### src/rtl/shadow_stream_pkg.sv
// Shared types and geometry defaults for the shadow pixel streamer.
package shadow_stream_pkg;

    localparam int unsigned XW         = 11;
    localparam int unsigned YW         = 10;
    localparam int unsigned HActiveDef = 1280;
    localparam int unsigned VActiveDef = 720;

    typedef enum logic [1:0] {
        StSync,
        StStream,
        StFlush
    } stream_state_e;

endpackage

### src/rtl/shadow_threshold_stage.sv
// First pipeline stage: registers the raster position and flags shadow / last-pixel hits.
module shadow_threshold_stage
    import shadow_stream_pkg::*;
#(
    parameter int unsigned H_ACTIVE  = HActiveDef,
    parameter int unsigned V_ACTIVE  = VActiveDef,
    parameter int unsigned ROI_X_MIN = 0,
    parameter int unsigned ROI_X_MAX = HActiveDef - 1,
    parameter int unsigned ROI_Y_MIN = 0,
    parameter int unsigned ROI_Y_MAX = VActiveDef - 1
) (
    input  logic          clk_in,
    input  logic          rst_in,
    input  logic          pixel_valid_in,
    input  logic [XW-1:0] hcount_in,
    input  logic [YW-1:0] vcount_in,
    input  logic [7:0]    luma_in,
    input  logic [7:0]    threshold_in,
    output logic          hit_out,
    output logic [XW-1:0] x_out,
    output logic [YW-1:0] y_out,
    output logic          last_out
);

    localparam logic [XW-1:0] HLast   = XW'(H_ACTIVE - 1);
    localparam logic [YW-1:0] VLast   = YW'(V_ACTIVE - 1);
    localparam logic [XW-1:0] RoiXMin = XW'(ROI_X_MIN);
    localparam logic [XW-1:0] RoiXMax = XW'(ROI_X_MAX);
    localparam logic [YW-1:0] RoiYMin = YW'(ROI_Y_MIN);
    localparam logic [YW-1:0] RoiYMax = YW'(ROI_Y_MAX);

    logic x_lo_ok, y_lo_ok;
    logic in_active, in_roi, hit_d, last_d;

    // A zero lower bound is always satisfied; skip the degenerate unsigned compare.
    if (ROI_X_MIN == 0) begin : g_x_lo_open
        assign x_lo_ok = 1'b1;
    end else begin : g_x_lo
        assign x_lo_ok = (hcount_in >= RoiXMin);
    end

    if (ROI_Y_MIN == 0) begin : g_y_lo_open
        assign y_lo_ok = 1'b1;
    end else begin : g_y_lo
        assign y_lo_ok = (vcount_in >= RoiYMin);
    end

    always_comb begin
        in_active = (hcount_in <= HLast) && (vcount_in <= VLast);
        in_roi    = x_lo_ok && (hcount_in <= RoiXMax) && y_lo_ok && (vcount_in <= RoiYMax);
        hit_d     = pixel_valid_in && in_active && in_roi && (luma_in < threshold_in);
        last_d    = pixel_valid_in && (hcount_in == HLast) && (vcount_in == VLast);
    end

    always_ff @(posedge clk_in) begin
        if (rst_in) begin
            hit_out  <= 1'b0;
            last_out <= 1'b0;
            x_out    <= '0;
            y_out    <= '0;
        end else begin
            hit_out  <= hit_d;
            last_out <= last_d;
            x_out    <= hcount_in;
            y_out    <= vcount_in;
        end
    end

endmodule

### src/rtl/shadow_pixel_streamer.sv
// Streams coordinates of dark pixels inside an ROI and pulses a per-window shadow count.
module shadow_pixel_streamer
    import shadow_stream_pkg::*;
#(
    parameter int unsigned H_ACTIVE  = HActiveDef,
    parameter int unsigned V_ACTIVE  = VActiveDef,
    parameter int unsigned ROI_X_MIN = 0,
    parameter int unsigned ROI_X_MAX = HActiveDef - 1,
    parameter int unsigned ROI_Y_MIN = 0,
    parameter int unsigned ROI_Y_MAX = VActiveDef - 1,
    parameter int unsigned FRAME_DIV = 1,
    parameter int unsigned COUNT_W   = 20
) (
    input  logic               clk_in,
    input  logic               rst_in,
    input  logic [XW-1:0]      hcount_in,
    input  logic [YW-1:0]      vcount_in,
    input  logic [7:0]         luma_in,
    input  logic               pixel_valid_in,
    input  logic [7:0]         threshold_in,
    output logic [XW-1:0]      x_out,
    output logic [YW-1:0]      y_out,
    output logic               valid_out,
    output logic               tabulate_out,
    output logic [COUNT_W-1:0] pixel_count_out,
    output logic               count_valid_out
);

    localparam int unsigned        FrameW    = (FRAME_DIV > 1) ? $clog2(FRAME_DIV) : 1;
    localparam logic [FrameW-1:0]  FrameLast = FrameW'(FRAME_DIV - 1);
    localparam logic [COUNT_W-1:0] CountMax  = '1;

    stream_state_e      state_q;
    logic [FrameW-1:0]  frame_cnt_q;
    logic [COUNT_W-1:0] cnt_q;
    logic [7:0]         thr_q;

    logic               frame_start, accept, window_end;
    logic [7:0]         thr_use;
    logic [COUNT_W-1:0] cnt_sat;
    logic               s1_hit, s1_last;
    logic [XW-1:0]      s1_x;
    logic [YW-1:0]      s1_y;

    always_comb begin
        frame_start = pixel_valid_in && (hcount_in == '0) && (vcount_in == '0);
        // In SYNC only the frame-start pixel may enter the pipeline.
        accept      = pixel_valid_in && ((state_q != StSync) || frame_start);
        thr_use     = frame_start ? threshold_in : thr_q;
        window_end  = s1_last && (frame_cnt_q == FrameLast);
        cnt_sat     = cnt_q;
        if (s1_hit && (cnt_q != CountMax)) begin
            cnt_sat = cnt_q + 1'b1;
        end
    end

    shadow_threshold_stage #(
        .H_ACTIVE  (H_ACTIVE),
        .V_ACTIVE  (V_ACTIVE),
        .ROI_X_MIN (ROI_X_MIN),
        .ROI_X_MAX (ROI_X_MAX),
        .ROI_Y_MIN (ROI_Y_MIN),
        .ROI_Y_MAX (ROI_Y_MAX)
    ) u_threshold (
        .clk_in         (clk_in),
        .rst_in         (rst_in),
        .pixel_valid_in (accept),
        .hcount_in      (hcount_in),
        .vcount_in      (vcount_in),
        .luma_in        (luma_in),
        .threshold_in   (thr_use),
        .hit_out        (s1_hit),
        .x_out          (s1_x),
        .y_out          (s1_y),
        .last_out       (s1_last)
    );

    always_ff @(posedge clk_in) begin
        if (rst_in) begin
            state_q         <= StSync;
            frame_cnt_q     <= '0;
            cnt_q           <= '0;
            thr_q           <= '0;
            x_out           <= '0;
            y_out           <= '0;
            valid_out       <= 1'b0;
            tabulate_out    <= 1'b0;
            pixel_count_out <= '0;
            count_valid_out <= 1'b0;
        end else begin
            if (frame_start) begin
                thr_q <= threshold_in;
            end
            valid_out <= s1_hit;
            if (s1_hit) begin
                x_out <= s1_x;
                y_out <= s1_y;
            end
            if (s1_last) begin
                frame_cnt_q <= window_end ? '0 : frame_cnt_q + 1'b1;
            end
            tabulate_out    <= 1'b0;
            count_valid_out <= 1'b0;
            case (state_q)
                StSync: begin
                    if (frame_start) begin
                        state_q <= StStream;
                    end
                end
                StStream: begin
                    cnt_q <= cnt_sat;
                    if (window_end) begin
                        state_q <= StFlush;
                    end
                end
                StFlush: begin
                    // Publish the closed window; the pixel now in stage 1 opens the next one.
                    tabulate_out    <= 1'b1;
                    count_valid_out <= 1'b1;
                    pixel_count_out <= cnt_q;
                    cnt_q           <= COUNT_W'(s1_hit);
                    state_q         <= window_end ? StFlush : StStream;
                end
                default: state_q <= StSync;
            endcase
        end
    end

endmodule

### config.mk
export PLATFORM = sky130hd
export DESIGN_NAME = shadow_pixel_streamer
export DESIGN_NICKNAME = d
export VERILOG_FILES = /design/src/rtl/shadow_stream_pkg.sv /design/src/rtl/shadow_threshold_stage.sv /design/src/rtl/shadow_pixel_streamer.sv
export SDC_FILE = /design/constraint.sdc
export NUM_CORES = 1
export LEC_CHECK = 0
export BUFFER_PORTS_ARGS = -buffer_cell sky130_fd_sc_hd__buf_2
export CAP_MARGIN = 20
export CORE_MARGIN = 1.5
export CORE_UTILIZATION = 50
export DETAILED_ROUTE_END_ITERATION = 6
export PLACE_DENSITY = 0.74
export SLEW_MARGIN = 0
export SYNTH_ARGS = -nofsm -noshare
export SYNTH_HDL_FRONTEND = slang
export SYNTH_HIERARCHICAL = 1
export SYNTH_SLANG_ARGS = --single-unit
### constraint.sdc
create_clock -name clk_in -period 7.8 [get_ports clk_in]
set_input_delay 0.78 -clock clk_in [delete_from_list [all_inputs] [get_ports clk_in]]
set_output_delay 0.78 -clock clk_in [all_outputs]
set_load 0.02 [all_outputs]
==> results_tabular.tex, run 1 <==
\begin{tabular}{lr}
\hline
Metric & Value \\
\hline
\multicolumn{2}{l}{\textbf{Status}} \\
\quad Status & finished, final reports clean \\
\multicolumn{2}{l}{\textbf{STA}} \\
\quad Final count of pins violating max slew & 0 \\
\quad Crit path time final & 3.181 ns \\
\quad Max Clk Rate & about 310 MHz \\
\quad Share of the clock period used by the worst path after layout & between 40\% and 50\% \\
\quad Worst max-slew margin expressed relative to the limit & between 30\% and 40\% \\
\quad Final count of hold timing violations & 0 \\
\quad Layout Skew & 0.01158 ns \\
\quad Final setup vio count & 0 \\
\quad Tightest Pin Transition & $\sim$0.99 ns \\
\quad Unrepaired setup endpoints after global routing & no \\
\quad Accumulated negative setup slack & 0 ns \\
\multicolumn{2}{l}{\textbf{Global route}} \\
\quad First-pass GRT wire length & between 10000 and 15000 µm \\
\quad Number of global-route vias before repair & 3007 \\
\quad Largest net degree at the start of global routing & 46 \\
\quad Remaining Overflow, GRT & 0 \\
\quad Aggregate global-route resource usage & 20.88\% \\
\quad Initial antenna violation count & 0 \\
\multicolumn{2}{l}{\textbf{CTS}} \\
\quad Number of buffers inserted by hold repair at cts & 0 \\
\quad \# resized after CTS & 0 \\
\quad CTS tree & yes \\
\quad Buffers inserted by post-CTS timing repair & 0 \\
\quad Clock Root Buffer & sky130\_fd\_sc\_hd\_\_clkbuf\_8 \\
\quad Clock insertion delay at the later pin of the skew report & $\sim$0.36 ns \\
\quad Htree depth & 3 \\
\quad Clock edge transition at the registers on the reported setup and hold paths & between 0.1 and 0.15 ns \\
\quad Total number of clock tree sinks & 97 \\
\quad Maximum clock path buffer count & 2 \\
\quad Total CTS buffers & 9 \\
\multicolumn{2}{l}{\textbf{Synth}} \\
\quad Count of yosys warnings during synthesis & 6 \\
\quad Mean instance size in the synthesized netlist & between 9 and 10 µm² \\
\quad Syn\_nets & between 400 and 500 \\
\quad Synth Flop Type & sky130\_fd\_sc\_hd\_\_dfxtp\_1 \\
\quad Most common library cells after synthesis & sky130\_fd\_sc\_hd\_\_dfxtp\_1 (97), sky130\_fd\_sc\_hd\_\_nand2\_1 (53), sky130\_fd\_sc\_hd\_\_nor2\_1 (36) \\
\quad Number of synthesized register bits & slightly below 100 \\
\quad Post-synth ARST share & 0\% \\
\quad Gate count of the mapped netlist & roughly 420 \\
\quad Top cell type by total area after synthesis & sky130\_fd\_sc\_hd\_\_dfxtp\_1 \\
\quad Distinct cell type count after synthesis & 50 \\
\quad Leading cell types by total area after synthesis & sky130\_fd\_sc\_hd\_\_dfxtp\_1 (49\%), sky130\_fd\_sc\_hd\_\_mux2i\_1 (5.6\%), sky130\_fd\_sc\_hd\_\_nor2b\_1 (5.1\%), sky130\_fd\_sc\_hd\_\_nand2\_1 (5.1\%), sky130\_fd\_sc\_hd\_\_nor2\_1 (3.4\%) \\
\quad Seq/Total Area, Yosys & around half \\
\quad Top-area cell type share of the netlist area & about half \\
\quad Most repeated cell in the gate-level netlist after synthesis & sky130\_fd\_sc\_hd\_\_dfxtp\_1 \\
\quad Post-Synthesis Cell Area & between 0.003 and 0.004 mm² \\
\quad EDFF count, synth & 0 \\
\multicolumn{2}{l}{\textbf{Routing}} \\
\quad Mean routed wirelength per cell & between 10 and 15 µm \\
\quad Final ANT Viol Nets & 0 \\
\quad First-pass DRT Iterations & 4 \\
\quad Remaining routing DRC violations & 0 \\
\quad Final wirelength & about 8100 µm \\
\quad Via count normalized by instance count & about 5.3 \\
\quad Vias post-DR & between 3000 and 4000 \\
\quad 1st-iter DRT viols & $\sim$160 \\
\multicolumn{2}{l}{\textbf{Placed design}} \\
\quad Cell area reported after detailed placement & $\sim$0.0044 mm² \\
\quad RD Place Congestion & 0.9063 \\
\quad Port Buffers & between 80 and 90 \\
\quad Detailed Place HPWL & just under 6000 µm \\
\multicolumn{2}{l}{\textbf{Power and ir drop}} \\
\quad Total power after layout & 0.0008595 W \\
\quad Power dissipated by switching net loads & between 0.0002 and 0.00025 W \\
\quad Pleak & 1.783 nW \\
\quad Worst IR Drop VDD & 0.1023 mV \\
\quad Total internal power & 0.0006440 W \\
\quad Sequential group share of total power & 58.4\% \\
\quad Combinational power share & under 10\% \\
\quad Switching power share of the total & between 20 and 30\% \\
\quad Pwr dens & roughly 190 mW/mm² \\
\quad Relative contribution of the clock network to total power & 37.6\% \\
\multicolumn{2}{l}{\textbf{Cells and area}} \\
\quad Net count of the finished layout & around 540 \\
\quad Post-layout instance area & between 0.004 and 0.005 mm² \\
\quad Layout cell share with drive strength beyond 1 & 23.79\% \\
\quad Layout overhead on the synthesized area & 16.97\% \\
\quad Number of antenna cells inserted & 0 \\
\multicolumn{2}{l}{\textbf{Floorplan}} \\
\quad Effective utilization at floorplan & 51.37\% \\
\quad Number of placement rows & 32 \\
\quad DIE WIDTH & roughly 92 µm \\
\quad Placeable core region & $\sim$0.0076 mm² \\
\quad Die span in y & 91.64 µm \\
\quad IO Pins & 84 \\
\quad Die Outline Area & roughly 0.0084 mm² \\
\multicolumn{2}{l}{\textbf{Critical path}} \\
\quad Worst setup path class & input port to register \\
\quad Data required time of the worst path & 8.06 ns \\
\quad Endpoint class of the critical path & register \\
\quad Biggest fanout along the worst timing path & 10 \\
\quad Critical path startpoint category & input port \\
\quad Critical path arrival & about 3.4 ns \\
\multicolumn{2}{l}{\textbf{Run}} \\
\quad Max\_cap viols & 0 \\
\multicolumn{2}{l}{\textbf{Hold path}} \\
\quad Worst min path class & register to register \\
\hline
\end{tabular}
## final timing paths
path | startpoint | to | slack (ns) | depth (start not counted)
worst max-delay path | hcount_in[4] | u_threshold/hit_out$_SDFF_PP0_ | 4.62 | 9
worst min-delay path | u_threshold/last_out$_SDFF_PP0_ | frame_cnt_q$_SDFFE_PP0P_ | 0.44 | 1
worst max register to register | state_q[0]$_SDFFE_PP0P_ | cnt_q[4]$_SDFFE_PP0P_ | 5.38 | 4
worst min register to register | u_threshold/last_out$_SDFF_PP0_ | frame_cnt_q$_SDFFE_PP0P_ | 0.44 | 1
## logic make-up after synthesis
group           after synthesis  share of synthesized area, %
simple gates                187                         25.10
mux                          30                         7.898
fa+ha+maj                     8                         2.548
flops                        97                         49.43
buf+inv                      33                         3.503
compound gates               53                         9.300
xor+xnor                     10                         2.229
## routing by layer
layer  up-vias  GRT usage [%]  share of wire, %
li1       1598              -                 -
met1      1454          29.24                47
met2       105          31.22                45
met3        13          3.814               6.2
met4         0          9.505               1.9
met5         -              0                 0
## placed cells by master, fill, tap and decap left out, types with 5 or more instances in the layout
master	count
sky130_fd_sc_hd__nor2b_1	32
sky130_fd_sc_hd__dfxtp_1	97
sky130_fd_sc_hd__or4_1	7
sky130_fd_sc_hd__clkbuf_8	9
sky130_fd_sc_hd__o211ai_1	5
sky130_fd_sc_hd__ha_1	8
sky130_fd_sc_hd__nor2_1	36
sky130_fd_sc_hd__xnor2_1	7
sky130_fd_sc_hd__nand4_1	9
sky130_fd_sc_hd__a21oi_1	25
sky130_fd_sc_hd__nor3_1	7
sky130_fd_sc_hd__o21ai_0	5
sky130_fd_sc_hd__mux2_2	8
sky130_fd_sc_hd__nor4_1	6
sky130_fd_sc_hd__buf_2	83
sky130_fd_sc_hd__nand3_1	14
sky130_fd_sc_hd__nand2_1	53
sky130_fd_sc_hd__inv_1	9
sky130_fd_sc_hd__mux2i_1	22
## worst max-delay path, stage by stage
cell                        delay, ns
sky130_fd_sc_hd__buf_2           0.11
sky130_fd_sc_hd__or4_1           0.57
sky130_fd_sc_hd__nor4_4          0.62
sky130_fd_sc_hd__mux2_2          0.42
sky130_fd_sc_hd__inv_1           0.06
sky130_fd_sc_hd__ha_1            0.24
sky130_fd_sc_hd__a22oi_1         0.16
sky130_fd_sc_hd__nand4_1         0.13
sky130_fd_sc_hd__a2111oi_2       0.35
## state kept, by name, indices dropped and copies added (netlist names)
signal                count
cnt_q                    20
u_threshold/y_out        10
count_valid_out           1
u_threshold/x_out        11
u_threshold/last_out      1
frame_cnt_q               1
pixel_count_out          20
thr_q                     8
state_q                   2
x_out                    11
valid_out                 1
u_threshold/hit_out       1
y_out                    10
## cell type report
class / instances / area, µm²
clock buffers: 9 / 123.9
clock inverters: 7 / 81.33
fillers: 701 / 3052
inverters: 9 / 33.78
multi-input cells: 288 / 1849
flip-flops and latches: 97 / 1942
well taps: 102 / 127.6
repair buffers: 86 / 437.9
## power groups by stage
stage          clock [W]  sequential [W]  combinational (W)
4_1_cts         0.000332        0.000502          0.0000339
3_3_place_gp           0        0.000513          0.0000335
3_5_place_dp           0        0.000514          0.0000337
6_report        0.000323        0.000502          0.0000340
2_1_floorplan          0        0.000513          0.0000166
5_1_grt         0.000357        0.000503          0.0000378
## through the flow
step	setup slack, ns	hold slack [ns]	std cells	util [%]
final	4.619	0.4446	598	60.09
after global routing	4.547	0.4774	598	60.09
after CTS	4.665	0.4510	598	60.09
after detailed placement	4.278	0.4312	582	57.41
after global placement	4.344	0.4036	582	57.41
after floorplan	4.653	0.3990	418	-
Note: power is estimated with default switching activity, not from simulation.
==> run 2, diff against run 1 <==
clock period = 3.15 ns   (was 7.8 ns; I/O delays follow)
==> run 2 against run 1 <==
Critical path depth grew 1. Setup slack lost 3.9 ns. Utilization is 0.56 points higher. Global-route usage is 0.15 points higher. Sequential share of layout area down 0.39 points. Non-clock buffer count increased by 3. Clock power rose to 2.8 times the previous value. Final area increased by 0.93%. Register-to-register slack got worse by 4.4 ns. Count of clock-buffer cells in the layout rose by 1. Power grew to 2.6 times the previous value. Critical path type unchanged. Largest cell class unchanged. Highest routed layer unchanged.
==> results_tabular.tex, run 2 (synthesis gave the netlist of run 1 again) <==
\begin{tabular}{lr}
\hline
Metric & Value \\
\hline
\multicolumn{2}{l}{\textbf{CTS}} \\
\quad Buffers inserted by post-CTS timing repair & 0 (unchanged) \\
\quad Clock insertion delay at the later pin of the skew report & 0.36 ns (about the same) \\
\quad Maximum clock path buffer count & 2 (unchanged) \\
\quad \# resized after CTS & 0 (unchanged) \\
\quad Total CTS buffers & 9 (unchanged) \\
\quad Total number of clock tree sinks & 97 (unchanged) \\
\quad Clock Root Buffer & sky130\_fd\_sc\_hd\_\_clkbuf\_8 (unchanged) \\
\quad Htree depth & 3 (unchanged) \\
\quad Number of buffers inserted by hold repair at cts & 0 (unchanged) \\
\quad CTS tree & yes (unchanged) \\
\quad Clock edge transition at the registers on the reported setup and hold paths & 0.10 ns (was 0.11 ns) \\
\multicolumn{2}{l}{\textbf{STA}} \\
\quad Layout Skew & 0.009397 ns (was 0.01158 ns) \\
\quad Final count of pins violating max slew & 0 (unchanged) \\
\quad Tightest Pin Transition & 0.5843 ns (was 0.9934 ns) \\
\quad Max Clk Rate & 411.3 MHz \\
\quad Worst max-slew margin expressed relative to the limit & 60.55\% (was 33.77\%) \\
\quad Accumulated negative setup slack & 0 ns (unchanged) \\
\quad Share of the clock period used by the worst path after layout & between 70\% and 80\% \\
\quad Final setup vio count & 0 (unchanged) \\
\quad Crit path time final & approximately 2.4 ns \\
\quad Worst slack on hold paths & 0.1959 ns (was 0.4446 ns) \\
\quad Unrepaired setup endpoints after global routing & no (unchanged) \\
\quad Final count of hold timing violations & 0 (unchanged) \\
\multicolumn{2}{l}{\textbf{Critical path}} \\
\quad Critical path arrival & 2.69 ns (was 3.44 ns) \\
\quad Biggest fanout along the worst timing path & 10 (unchanged) \\
\quad Critical path, cell by cell & buf\_2 > or4\_1 > nor4\_4 > buf\_4 > mux2\_2 > inv\_1 > ha\_1 > a2111oi\_4 > nor3\_1 > a2111oi\_2 (was buf\_2 > or4\_1 > nor4\_4 > mux2\_2 > inv\_1 > ha\_1 > a22oi\_1 > nand4\_1 > a2111oi\_2) \\
\quad Kind of cell adding the most delay to the critical path & simple AND/OR/NAND/NOR gates (unchanged) \\
\quad Delay of the slowest cell on the worst path & 0.57 ns (was 0.62 ns) \\
\quad Endpoint class of the critical path & register (unchanged) \\
\quad Slowest library cell on the worst path & sky130\_fd\_sc\_hd\_\_or4\_1 (was sky130\_fd\_sc\_hd\_\_nor4\_4) \\
\quad Buf/Inv on CP & 3 (was 2) \\
\quad Data required time of the worst path & 3.41 ns (was 8.06 ns) \\
\quad Worst setup path class & input port to register (unchanged) \\
\quad Critical path startpoint category & input port (unchanged) \\
\quad Startpoint of the worst setup timing path & hcount\_in[4] (unchanged) \\
\quad Crit Reg-Reg Startpoint & cnt\_q[6]\$\_SDFFE\_PP0P\_ (was state\_q[0]\$\_SDFFE\_PP0P\_) \\
\multicolumn{2}{l}{\textbf{Cells and area}} \\
\quad Commonest non-fill, non-tap cells in the layout & sky130\_fd\_sc\_hd\_\_dfxtp\_1 (97), sky130\_fd\_sc\_hd\_\_buf\_2 (83), sky130\_fd\_sc\_hd\_\_nand2\_1 (53), sky130\_fd\_sc\_hd\_\_nor2\_1 (36), sky130\_fd\_sc\_hd\_\_nor2b\_1 (32) (unchanged) \\
\quad Layout overhead on the synthesized area & 18.06\% (was 16.97\%) \\
\quad Number of antenna cells inserted & 0 (unchanged) \\
\quad Most frequent standard cell in the layout excluding fill and tap cells & sky130\_fd\_sc\_hd\_\_dfxtp\_1 (unchanged) \\
\quad Largest regs & cnt\_q x20, pixel\_count\_out x20 (unchanged) \\
\quad Layout cell share with drive strength beyond 1 & 24.05\% (was 23.79\%) \\
\quad Count of filler cells inserted in the layout & 695 (was 701) \\
\quad Net count of the finished layout & 542 (was 539) \\
\multicolumn{2}{l}{\textbf{Power and ir drop}} \\
\quad Worst IR Drop VDD & 0.2993 mV (was 0.1023 mV) \\
\quad Pwr dens & 481.7 mW/mm² (was 187.0 mW/mm²) \\
\quad Pleak & 1.807 nW (was 1.783 nW) \\
\multicolumn{2}{l}{\textbf{Run}} \\
\quad Max\_cap viols & 0 (unchanged) \\
\multicolumn{2}{l}{\textbf{Floorplan}} \\
\quad Die Outline Area & 0.008398 mm² (unchanged) \\
\quad Placeable core region & 0.007647 mm² (unchanged) \\
\quad IO Pins & 84 (unchanged) \\
\quad Number of placement rows & 32 (unchanged) \\
\quad DIE WIDTH & 91.64 µm (unchanged) \\
\quad Effective utilization at floorplan & 51.37\% (unchanged) \\
\quad Die span in y & 91.64 µm (unchanged) \\
\multicolumn{2}{l}{\textbf{Global route}} \\
\quad Largest net degree at the start of global routing & 32 (was 46) \\
\quad First-pass GRT wire length & 14120 µm (was 14210 µm) \\
\quad Initial antenna violation count & 0 (unchanged) \\
\quad Remaining Overflow, GRT & 0 (unchanged) \\
\quad Number of global-route vias before repair & 2967 (was 3007) \\
\quad Aggregate global-route resource usage & 21.03\% (was 20.88\%) \\
\multicolumn{2}{l}{\textbf{Placed design}} \\
\quad Port Buffers & 83 (unchanged) \\
\quad Detailed Place HPWL & 6051 µm (was 5948 µm) \\
\quad RD Place Congestion & 0.8982 (was 0.9063) \\
\multicolumn{2}{l}{\textbf{Routing}} \\
\quad Vias post-DR & 3220 (was 3170) \\
\quad Via count normalized by instance count & 5.358 (was 5.301) \\
\quad Remaining routing DRC violations & 0 (unchanged) \\
\quad Final wirelength & 8425 µm (was 8146 µm) \\
\quad First-pass DRT Iterations & 4 (unchanged) \\
\quad 1st-iter DRT viols & 134 (was 163) \\
\quad Final ANT Viol Nets & 0 (unchanged) \\
\quad Mean routed wirelength per cell & 14.02 µm (was 13.62 µm) \\
\multicolumn{2}{l}{\textbf{Hold path}} \\
\quad Worst min path class & input port to register (was register to register) \\
\quad Start point of the worst hold path & hcount\_in[3] (was u\_threshold/last\_out\$\_SDFF\_PP0\_) \\
\multicolumn{2}{l}{\textbf{Status}} \\
\quad Status & finished, final reports clean (unchanged) \\
\hline
\end{tabular}
## run 2: metrics by stage
step | std cells | instance area (µm²) | worst slack [ns] | utilization [%] | power [W]
floorplan | 418 | 3929 | 0.4681 | - | 0.001312
global placement | 585 | 4413 | 0.3770 | 57.71 | 0.001355
detailed placement | 585 | 4413 | 0.3589 | 57.71 | 0.001358
CTS | 601 | 4638 | 0.7285 | 60.65 | 0.002256
global route | 601 | 4638 | 0.5544 | 60.65 | 0.002318
finish | 601 | 4638 | 0.7190 | 60.65 | 0.002234
## run 2: worst paths after layout
| check | cells after the start | slack, ns | endpoint |
|---|---|---|---|
| worst max-delay path | 10 | 0.72 | u_threshold/hit_out$_SDFF_PP0_ |
| worst min-delay path | 2 | 0.20 | u_threshold/x_out[3]$_SDFF_PP0_ |
| worst max register to register | 5 | 0.97 | cnt_q[17]$_SDFFE_PP0P_ |
| worst min register to register | 1 | 0.44 | frame_cnt_q$_SDFFE_PP0P_ |
## run 2: worst register-to-register path: stages, from the launching register on
cell and delay, ns:
sky130_fd_sc_hd__dfxtp_1 0.49, sky130_fd_sc_hd__nand4_2 0.17, sky130_fd_sc_hd__or4_1 0.67, sky130_fd_sc_hd__o21ai_4 0.41, sky130_fd_sc_hd__nand2_2 0.10, sky130_fd_sc_hd__a311oi_1 0.25
## run 2: cell type report
cell class / instances / area [µm²] / area share, %
Clock inverter: 6 / 97.59 / 2.104
Inverter: 9 / 33.78 / 0.7284
Multi-Input combinational cell: 288 / 1849 / 39.87
Clock buffer: 10 / 127.6 / 2.752
Timing Repair Buffer: 89 / 460.4 / 9.927
Tap cell: 102 / 127.6 / 2.752
Sequential cell: 97 / 1942 / 41.87
## run 2: power breakdown
group / leakage (nW) / internal (W) / switching [W] / total [W]
registers: 0.787 / 0.00124 / 0.00000349 / 0.00124
logic: 0.907 / 0.0000359 / 0.0000503 / 0.0000863
clock network: 0.113 / 0.000460 / 0.000445 / 0.000905
total: 1.81 / 0.00174 / 0.000498 / 0.00223
## run 2: metal layers
metal | vias up | GRT usage, % | part of all wire, %
met3 | 10 | 4.478 | 5.2
met4 | 0 | 9.375 | 1.3
met1 | 1519 | 28.65 | 48
met5 | - | 0 | 0
li1 | 1604 | - | -
met2 | 87 | 32.03 | 46
==> run 3, diff against run 2 <==
clock period = 2.4 ns   (was 3.15 ns; I/O delays follow)
==> run 3 against run 2 <==
Largest power group unchanged. Largest cell class unchanged. Register-to-register slack got worse by 0.70 ns. Power increased by 26%. Worst hold slack got worse by 0.041 ns. Critical path type unchanged. Wire length increased by 7.3%.
==> results_tabular.tex, run 3 (synthesis gave the netlist of run 1 again) <==
\begin{tabular}{lr}
\hline
Metric & Value \\
\hline
\multicolumn{2}{l}{\textbf{Floorplan}} \\
\quad Number of placement rows & 32 (unchanged) \\
\quad Die span in y & 91.64 µm (unchanged) \\
\quad Effective utilization at floorplan & 51.37\% (unchanged) \\
\quad IO Pins & 84 (unchanged) \\
\quad Placeable core region & 0.007647 mm² (unchanged) \\
\quad DIE WIDTH & 91.64 µm (unchanged) \\
\quad Die Outline Area & 0.008398 mm² (unchanged) \\
\multicolumn{2}{l}{\textbf{STA}} \\
\quad Worst slack on hold paths & 0.1548 ns (was 0.1959 ns) \\
\quad Tightest Pin Transition & 0.6032 ns (was 0.5843 ns) \\
\quad Final count of pins violating max slew & 0 (unchanged) \\
\quad Final setup vio count & 0 (unchanged) \\
\quad Accumulated negative setup slack & 0 ns (unchanged) \\
\quad Share of the clock period used by the worst path after layout & $\sim$95\% \\
\quad Worst max-slew margin expressed relative to the limit & 59.79\% (was 60.55\%) \\
\quad Max Clk Rate & $\sim$440 MHz \\
\quad Unrepaired setup endpoints after global routing & yes (was no) \\
\quad Layout Skew & 0.008398 ns (was 0.009397 ns) \\
\quad Final count of hold timing violations & 0 (unchanged) \\
\quad Crit path time final & approximately 2.3 ns \\
\multicolumn{2}{l}{\textbf{Placed design}} \\
\quad Port Buffers & 83 (unchanged) \\
\quad Detailed Place HPWL & 6451 µm (was 6051 µm) \\
\quad RD Place Congestion & 0.8498 (was 0.8982) \\
\multicolumn{2}{l}{\textbf{Cells and area}} \\
\quad Most frequent standard cell in the layout excluding fill and tap cells & sky130\_fd\_sc\_hd\_\_dfxtp\_1 (unchanged) \\
\quad Count of filler cells inserted in the layout & 630 (was 695) \\
\quad Number of antenna cells inserted & 0 (unchanged) \\
\quad Layout cell share with drive strength beyond 1 & 29.98\% (was 24.05\%) \\
\quad Layout overhead on the synthesized area & 24.30\% (was 18.06\%) \\
\quad Commonest non-fill, non-tap cells in the layout & sky130\_fd\_sc\_hd\_\_dfxtp\_1 (97), sky130\_fd\_sc\_hd\_\_buf\_2 (83), sky130\_fd\_sc\_hd\_\_nand2\_1 (53), sky130\_fd\_sc\_hd\_\_nor2\_1 (36), sky130\_fd\_sc\_hd\_\_buf\_4 (33) (was sky130\_fd\_sc\_hd\_\_dfxtp\_1 (97), sky130\_fd\_sc\_hd\_\_buf\_2 (83), sky130\_fd\_sc\_hd\_\_nand2\_1 (53), sky130\_fd\_sc\_hd\_\_nor2\_1 (36), sky130\_fd\_sc\_hd\_\_nor2b\_1 (32)) \\
\quad Largest regs & cnt\_q x20, pixel\_count\_out x20 (unchanged) \\
\quad Net count of the finished layout & 570 (was 542) \\
\multicolumn{2}{l}{\textbf{Critical path}} \\
\quad Critical path startpoint category & input port (unchanged) \\
\quad Worst setup path class & input port to register (unchanged) \\
\quad Critical path arrival & 2.54 ns (was 2.69 ns) \\
\quad Data required time of the worst path & 2.67 ns (was 3.41 ns) \\
\quad Endpoint class of the critical path & register (unchanged) \\
\quad Biggest fanout along the worst timing path & 7 (was 10) \\
\quad Flop2flop setup slack & 0.27 ns (was 0.97 ns) \\
\multicolumn{2}{l}{\textbf{Power and ir drop}} \\
\quad Worst IR Drop VDD & 0.3060 mV (was 0.2993 mV) \\
\quad Combinational power share & 5.2\% (was 3.9\%) \\
\quad Switching power share of the total & 25.11\% (was 22.31\%) \\
\quad Pwr dens & 574.8 mW/mm² (was 481.7 mW/mm²) \\
\quad Power dissipated by switching net loads & 0.0007049 W (was 0.0004985 W) \\
\quad Relative contribution of the clock network to total power & 36.6\% (was 40.5\%) \\
\quad Pleak & 1.931 nW (was 1.807 nW) \\
\quad Total internal power & 0.002102 W (was 0.001736 W) \\
\quad Sequential group share of total power & 58.2\% (was 55.6\%) \\
\multicolumn{2}{l}{\textbf{CTS}} \\
\quad Number of buffers inserted by hold repair at cts & 0 (unchanged) \\
\quad Htree depth & 3 (unchanged) \\
\quad CTS tree & yes (unchanged) \\
\quad Total CTS buffers & 9 (unchanged) \\
\quad Total number of clock tree sinks & 97 (unchanged) \\
\quad Clock insertion delay at the later pin of the skew report & 0.36 ns (about the same) \\
\quad Clock Root Buffer & sky130\_fd\_sc\_hd\_\_clkbuf\_8 (unchanged) \\
\quad Clock edge transition at the registers on the reported setup and hold paths & 0.10 ns (about the same) \\
\quad Maximum clock path buffer count & 2 (unchanged) \\
\multicolumn{2}{l}{\textbf{Routing}} \\
\quad Mean routed wirelength per cell & 14.37 µm (was 14.02 µm) \\
\quad Final ANT Viol Nets & 0 (unchanged) \\
\quad First-pass DRT Iterations & 4 (unchanged) \\
\quad Remaining routing DRC violations & 0 (unchanged) \\
\quad Final wirelength & 9038 µm (was 8425 µm) \\
\quad Via count normalized by instance count & 5.227 (was 5.358) \\
\quad 1st-iter DRT viols & 113 (was 134) \\
\quad Vias post-DR & 3288 (was 3220) \\
\multicolumn{2}{l}{\textbf{Run}} \\
\quad Max\_cap viols & 0 (unchanged) \\
\multicolumn{2}{l}{\textbf{Hold path}} \\
\quad Worst min path class & input port to register (unchanged) \\
\multicolumn{2}{l}{\textbf{Global route}} \\
\quad Number of global-route vias before repair & 3227 (was 2967) \\
\quad Remaining Overflow, GRT & 0 (unchanged) \\
\quad Largest net degree at the start of global routing & 62 (was 32) \\
\quad Initial antenna violation count & 0 (unchanged) \\
\quad Aggregate global-route resource usage & 22.21\% (was 21.03\%) \\
\quad First-pass GRT wire length & 15010 µm (was 14120 µm) \\
\multicolumn{2}{l}{\textbf{Status}} \\
\quad Status & finished, final reports clean (unchanged) \\
\hline
\end{tabular}
## run 3: stage by stage
step	setup slack, ns	area [µm²]	util (%)	total power [W]	cells
2_1_floorplan	-0.2069	3929	-	0.001722	418
3_3_place_gp	-0.2675	4593	60.06	0.001802	609
3_5_place_dp	-0.3660	4593	60.06	0.001807	609
4_1_cts	0.004567	4788	62.61	0.002802	625
5_1_grt	-0.05854	4883	63.86	0.002902	629
6_report	0.1213	4883	63.86	0.002807	629
## run 3: power groups by stage
stage | logic (W) | clock network [W] | registers [W]
2_1_floorplan | 0.0000540 | 0 | 0.00167
3_3_place_gp | 0.000133 | 0 | 0.00167
3_5_place_dp | 0.000136 | 0 | 0.00167
4_1_cts | 0.000137 | 0.00103 | 0.00163
5_1_grt | 0.000159 | 0.00111 | 0.00163
6_report | 0.000147 | 0.00103 | 0.00163
## run 3: cell type report
type,instances,area (µm²),share of cell area [%]
flip-flops and latches,97,1942,39.76
multi-input cells,288,1911,39.12
repair buffers,117,674.4,13.81
clock buffers,9,123.9,2.537
clock inverters,7,71.32,1.460
well taps,102,127.6,2.613
inverters,9,33.78,0.6918
## run 3: critical path: stages
cell and delay (ns):
sky130_fd_sc_hd__buf_2 0.12, sky130_fd_sc_hd__nor4_4 0.27, sky130_fd_sc_hd__nand4_1 0.17, sky130_fd_sc_hd__nor4_4 0.25
sky130_fd_sc_hd__buf_6 0.17, sky130_fd_sc_hd__mux2_2 0.35, sky130_fd_sc_hd__inv_1 0.06, sky130_fd_sc_hd__ha_1 0.24
sky130_fd_sc_hd__and4_1 0.22, sky130_fd_sc_hd__o21ai_2 0.07, sky130_fd_sc_hd__nor3_2 0.07, sky130_fd_sc_hd__a2111oi_2 0.32
## run 3: final timing paths
path | cells after the start | start | endpoint
worst min register to register | 1 | u_threshold/last_out$_SDFF_PP0_ | frame_cnt_q$_SDFFE_PP0P_
worst max register to register | 5 | cnt_q[13]$_SDFFE_PP0P_ | cnt_q[0]$_SDFFE_PP0P_
worst min-delay path | 2 | vcount_in[5] | u_threshold/y_out[5]$_SDFF_PP0_
worst max-delay path | 12 | vcount_in[0] | u_threshold/hit_out$_SDFF_PP0_
## run 3: routing by layer
layer  share of wire [%]  track usage (%)  up-vias
met4                 1.5            8.464        0
met1                  48            28.88     1544
met3                 3.1            2.902       13
met5                   0                0        -
met2                  47            37.50       71
li1                    -                -     1660
## run 3: timing repair
item	4_1_cts	5_1_grt
setup endpoints to repair	0	3
resized for setup	0	13
setup buffers	0	4
